File: src/rtl/lane_column_if.sv
// Lane bus between the playfield controller and one lane_column note engine.
// The LFSR input is named rand_val because "rand" is a reserved SystemVerilog keyword.
interface lane_column_if #(
  parameter int ROWS   = 8,
  parameter int RAND_W = 9
);
  logic              tick;
  logic [RAND_W-1:0] rand_val;
  logic [RAND_W-1:0] threshold;
  logic              key;
  logic [ROWS-1:0]   lights;
  logic              add2;
  logic              add1;
  logic              sub2;
  logic [3:0]        combo;

  modport master (
    output tick, rand_val, threshold, key,
    input  lights, add2, add1, sub2, combo
  );

  modport slave (
    input  tick, rand_val, threshold, key,
    output lights, add2, add1, sub2, combo
  );
endinterface

File: src/rtl/lane_column.sv
// Single-lane DDR note engine: spawns, scrolls and judges notes, emits score pulses.
// Optional hit-streak counter on the combo output is enabled by defining LANE_COMBO_EN.
module lane_column #(
  parameter int ROWS   = 8,
  parameter int RAND_W = 9
) (
  input logic         Clock,
  input logic         Reset,
  lane_column_if.slave lane
);

  logic [ROWS-1:0] lights_q;
  logic [ROWS-1:0] lights_d;
  logic [ROWS-1:0] judged;
  logic            add2_q, add1_q, sub2_q;
  logic            add2_d, add1_d, sub2_d;
  logic            spawn;

  // Judge first against the pre-edge rows, then scroll the judged rows so a hit note
  // never propagates or counts as a miss; the three pulses are mutually exclusive by
  // construction (a miss needs the gold row occupied, which would have been a hit).
  always_comb begin
    judged = lights_q;
    add2_d = 1'b0;
    add1_d = 1'b0;
    sub2_d = 1'b0;
    if (lane.key) begin
      if (lights_q[ROWS-1]) begin
        judged[ROWS-1] = 1'b0;
        add2_d         = 1'b1;
      end else if (lights_q[ROWS-2]) begin
        judged[ROWS-2] = 1'b0;
        add1_d         = 1'b1;
      end else begin
        sub2_d = 1'b1;
      end
    end
    spawn    = (lane.rand_val < lane.threshold) && !lights_q[0];
    lights_d = judged;
    if (lane.tick) begin
      lights_d = {judged[ROWS-2:0], spawn};
      if (judged[ROWS-1]) begin
        sub2_d = 1'b1;
      end
    end
  end

  always_ff @(posedge Clock or posedge Reset) begin
    if (Reset) begin
      lights_q <= '0;
      add2_q   <= 1'b0;
      add1_q   <= 1'b0;
      sub2_q   <= 1'b0;
    end else begin
      lights_q <= lights_d;
      add2_q   <= add2_d;
      add1_q   <= add1_d;
      sub2_q   <= sub2_d;
    end
  end

  assign lane.lights = lights_q;
  assign lane.add2   = add2_q;
  assign lane.add1   = add1_q;
  assign lane.sub2   = sub2_q;

`ifdef LANE_COMBO_EN
  logic [3:0] combo_q;

  // Streak follows the same next-cycle pulse decisions so it lines up with the pulses.
  always_ff @(posedge Clock or posedge Reset) begin
    if (Reset) begin
      combo_q <= 4'd0;
    end else if (add2_d || add1_d) begin
      if (combo_q != 4'd15) begin
        combo_q <= combo_q + 4'd1;
      end
    end else if (sub2_d) begin
      combo_q <= 4'd0;
    end
  end

  assign lane.combo = combo_q;
`else
  assign lane.combo = 4'd0;
`endif

endmodule

File: src/flat_wrapper.sv
// flat-port wrapper written by rule: the top's interface ports become plain ports
module lane_column_flat 
#(
  parameter int ROWS   = 8,
  parameter int RAND_W = 9
)
  (Clock, Reset, lane_tick, lane_rand_val, lane_threshold, lane_key, lane_lights, lane_add2, lane_add1, lane_sub2, lane_combo);
  lane_column_if #(.ROWS(ROWS), .RAND_W(RAND_W)) lane_i ();
  input logic Clock;
  input logic Reset;
  input wire logic [$bits(lane_i.tick)-1:0] lane_tick;
  input wire logic [$bits(lane_i.rand_val)-1:0] lane_rand_val;
  input wire logic [$bits(lane_i.threshold)-1:0] lane_threshold;
  input wire logic [$bits(lane_i.key)-1:0] lane_key;
  output wire logic [$bits(lane_i.lights)-1:0] lane_lights;
  output wire logic [$bits(lane_i.add2)-1:0] lane_add2;
  output wire logic [$bits(lane_i.add1)-1:0] lane_add1;
  output wire logic [$bits(lane_i.sub2)-1:0] lane_sub2;
  output wire logic [$bits(lane_i.combo)-1:0] lane_combo;
  assign lane_i.tick = lane_tick;
  assign lane_i.rand_val = lane_rand_val;
  assign lane_i.threshold = lane_threshold;
  assign lane_i.key = lane_key;
  assign lane_lights = lane_i.lights;
  assign lane_add2 = lane_i.add2;
  assign lane_add1 = lane_i.add1;
  assign lane_sub2 = lane_i.sub2;
  assign lane_combo = lane_i.combo;
  lane_column #(.ROWS(ROWS), .RAND_W(RAND_W)) u_core (.Clock(Clock), .Reset(Reset), .lane(lane_i));
endmodule
File: config.mk
export PLATFORM = sky130hd
export DESIGN_NAME = lane_column_flat
export DESIGN_NICKNAME = d
export VERILOG_FILES = /design/src/rtl/lane_column_if.sv /design/src/rtl/lane_column.sv /design/src/flat_wrapper.sv
export SDC_FILE = /design/constraint.sdc
export NUM_CORES = 1
export LEC_CHECK = 0
export CORE_MARGIN = 3
export CORE_UTILIZATION = 38
export DETAILED_ROUTE_END_ITERATION = 8
export GPL_TIMING_DRIVEN = 0
export PLACE_DENSITY = 0.84
export SYNTH_ARGS = -nofsm -noshare
export SYNTH_HDL_FRONTEND = slang
export SYNTH_SLANG_ARGS = --single-unit
File: constraint.sdc
create_clock -name Clock -period 1.2 [get_ports Clock]
set_input_delay 0.36 -clock Clock [delete_from_list [all_inputs] [get_ports Clock]]
set_output_delay 0.36 -clock Clock [all_outputs]
set_load 0.02 [all_outputs]
[After elaboration in Yosys (flattened, before gate mapping)]
Index checks and enable logic that the tools add are counted.
Cells by class
  $lt $le $gt $ge: 1
  reduce and logical (&&, ||, !) cells: 2
  multiplexer cells: 13
Operators with widths (number)
  1-bit 2-to-1 mux: 11
  9-bit less-than comparator: 1
  8-bit 2-to-1 mux: 1
  2-bit 2-to-1 mux: 1
  1-bit logical AND: 1
  1-bit logical NOT: 1
Storage, ports and cells
  flip-flop bits (word level): 11
  word-level logic and storage cells: 21
  output and inout bits: 15

[Depth between registers and ports, before layout]
  depth after elaboration: 5
  gate-level depth with buffers: 6
  mapped depth without buffers: 6

[Worst setup path before layout]
OpenSTA, ideal clock, no wires.
  path type: input port to flip-flop
  from: input port lane_threshold[2]
  to: register u_core.lights_q[0], in the netlist u_core.lane.lights[0]
  data arrival time: 1.136 ns
  library setup time: 0.073 ns
  slack: -0.009 ns
  data required time: 1.127 ns
  cell stages on the path: 6
  path through: inv_1 ha_1 a21o_1 a31oi_1 o21ai_1 a21oi_2
On the way
  word-level cells in the longest chain between the ends: 2
RTL lines
  start: declaration: RTL line flat_wrapper.sv:13  | input wire logic [$bits(lane_i.threshold)-1:0] lane_threshold;
  9-bit less-than comparator: RTL line lane_column.sv:38  | spawn = (lane.rand_val < lane.threshold) && !lights_q[0];
  1-bit logical AND: RTL line lane_column.sv:38
  end signal: assignment: RTL line lane_column.sv:55  | lights_q <= lights_d;
  end: declaration: RTL line lane_column.sv:12  | logic [ROWS-1:0] lights_q;
No other way between the ends.
A chain may end at the register's enable or synchronous reset.

[Worst setup path after layout]
  from: register u_core.lights_q[0], in the netlist u_core.lane.lights[0]
  to: output port lane_lights[0]
RTL lines
  end: declaration: RTL line flat_wrapper.sv:15  | output wire logic [$bits(lane_i.lights)-1:0] lane_lights;
No word-level cell between the ends.

==> impl_metrics.yaml <==
run_status:
  run_status: "complete, no violations"
drt:
  drt-pass1-iter-count: 6
  wl_per_cell_um: 11.97
  drt-initial-drc-count: 4
  drcViolationCount: 0
  via_density_per_instance: 4.797
  final_antenna_net_count: 0
  num_vias: 614
  routed_wl_um: 1532
synthesis:
  yosys.cell_types.count: 21
  synth_warnings: 0
  post-synth-top-area-cell: "sky130_fd_sc_hd__dfrtp_1"
  syn-mean-instance-area_um2: 10.12
  synthCells: 66
  synth_largest_type_area_fraction_pct: 41.20
  synth-seq-cells: 11
  synthesis.area_um2: 668.1
  synth_area_leaders: "sky130_fd_sc_hd__dfrtp_1, sky130_fd_sc_hd__ha_1, sky130_fd_sc_hd__mux2_1"
  synth.yosys.seq_area_share_pct: 41.20
clock_network:
  cts_buffer_depth: 2
  clk_transition_reported_paths_ns: 0.07
  worstSkewPairLatency_ns: 0.26
  tritoncts: "yes"
  hold_buffers: 0
  cts_inserted_buffers: 3
  clock_tree.htree_level_count: 1
  cts_num_sinks: 11
  ctsRootBufferMaster: "sky130_fd_sc_hd__clkbuf_4"
grt:
  grt_pass1_wl_um: 2352
  global_route.overflow_total: 0
  initial_antenna_violation_count: 0
  first_global_vias: 589
  global_route.usage.total_pct: 13.85
  grt_max_degree: 12
critical_path:
  timing.critical_path.slowest_cell_delay_ns: 0.41
  timing.critical_path.from_type: "register"
  timing.critical_path.arrival_ns: 0.81
  critical-path-top-delay-family: "flip-flops"
  ordered_list_of_cells_on_the_worst_path: "buf_6"
  critPathSlowestCell: "sky130_fd_sc_hd__dfrtp_1"
  path_max_fanout: 3
  crit_path_kind: "register to output port"
  crit_buf_inv: 1
  worstSetupEndpointType: "output port"
  critical_path_required_ns: 0.84
layout:
  mostFrequentLayoutCells: "sky130_fd_sc_hd__dlygate4sd2_1, sky130_fd_sc_hd__buf_4, sky130_fd_sc_hd__dfrtp_1"
  ff_latch_area_um2: 275.3
  antennaDiodeCount: 0
  layout_area_growth_over_synthesis_pct: 71.72
  drive_gt1_share_pct: 41.07
  layoutNonFillerInstCount: 128
  num-fill-cells: 125
  multi_input_area_um2: 409.1
  final_cell_area_um2: 1147
  mostFrequentLayoutCell: "sky130_fd_sc_hd__dlygate4sd2_1"
  finish.net_count: 143
pwr:
  leakagePower_uw: 0.0006035
  vdd_drop_max_mv: 0.7103
  power_density_cells_nw_per_um2: 1190
placed_design:
  io_buffers: 32
  gpl.final_weighted_congestion: 0.6582
  placed_cell_area_um2: 1020
  count_of_placed_standard_cells_including_taps: 117
  detailed_place_hpwl_um: 1117
timing:
  finalSetupViolCount: 0
  final_report_hold_violation_count: 0
  fin_crit_ns: 1.173
  finalClockSkew_ns: 0.005130
  finalCritPeriodShare_pct: 97.74
  rsz0062_at_grt: "true"
  report.final.slew_viol_count: 0
  fmax_ghz: 0.8526
floorplanning:
  floorplan.die_area_um2: 2297
  floorplan.die.width_um: 47.93
  pin_count: 37
  die_height_um: 47.93
  fp-row-count: 14
  core_area_um2: 1577
  initial_utilization_pct: 42.38
worst_hold_path:
  hold_path_class: "primary input to async pin"
run:
  max_cap_viols: 0
final cells by class:
cell class	count	area share [%]
multi-input combinational	42	35.66
inverter	11	3.599
tap	16	1.745
clock buffer	4	2.290
timing repair buffer	39	29.12
buffer	5	3.599
sequential	11	23.99
kinds of logic (layout without fill, tap and decap cells):
family,Yosys count,count (layout),synth area share [%]
compound gates,9,9,10.68
flops,11,11,41.20
other cells,1,4,0.5613
simple gates,16,16,11.80
mux,5,5,8.426
fa+ha+maj,8,8,14.98
buf+inv,16,59,12.36
power by group:
part	switching, µW	total [µW]	leakage (µW)	internal (µW)
Sequential	61.6	519	0.000142	457
Clock	115	243	0.0000150	128
Combinational	292	603	0.000447	312
Total	468	1370	0.000604	897
flip-flops by register name, summed over array words and instances (netlist names):
name	flops
u_core.lane.add1	1
u_core.lane.sub2	1
u_core.lane.lights	8
u_core.lane.add2	1
metrics by stage:
stage	hold WS [ns]	utilization (%)	setup WS (ns)	power, µW	TNS [ns]
global route	0.4294	72.78	-0.008447	1455	-0.03090
global placement	0.4761	64.68	-0.5145	1063	-3.122
finish	0.3879	72.78	0.02706	1365	0
CTS	0.3968	68.25	-0.005559	1257	-0.005559
floorplan	0.2124	-	0.0007756	794.0	0
detailed placement	0.4827	64.68	-0.5433	1079	-3.226
routing by layer:
metal  vias up  wire length (µm)  global-route usage [%]
met1       293               622                   16.48
met3         0                95                   2.632
met2        21               814                   26.12
met5         -                 0                       0
li1        300                 -                       -
met4         0                 0                   1.613
synthesized netlist by cell type, drive strengths merged:
cell type   n
a41oi       1
nand2b      3
nor2        3
mux2        5
a31oi       1
buf         5
o22ai       1
a21oi       2
o21ai       2
ha          8
a21o        2
conb        1
inv        11
nand3       3
dfrtp      11
nor2b       1
nand4       1
and2        1
nand2       4
timing repair:
item,4_1_cts,5_1_grt
hold endpoints to repair,0,0
buffers inserted,2,5
resized for setup,74,15
setup endpoints to repair,14,13
pin swaps,13,4
final timing paths:
| path | from | end | slack [ns] | depth (start not counted) |
|---|---|---|---|---|
| worst min register to register | u_core.lane.lights[4] | u_core.lane.lights[4] | 0.53 | 1 |
| worst max register to register | u_core.lane.lights[0] | u_core.lane.lights[0] | 0.16 | 4 |
| worst max-delay path | u_core.lane.lights[0] | lane_lights[0] | 0.03 | 1 |
| worst min-delay path | Reset | u_core.lane.lights[7] | 0.39 | 2 |
| max in group asynchronous | Reset | u_core.lane.lights[3] | 0.53 | 2 |
| min in group Clock | u_core.lane.lights[4] | u_core.lane.lights[4] | 0.53 | 1 |
No activity file was read; power rests on OpenSTA's default activity.
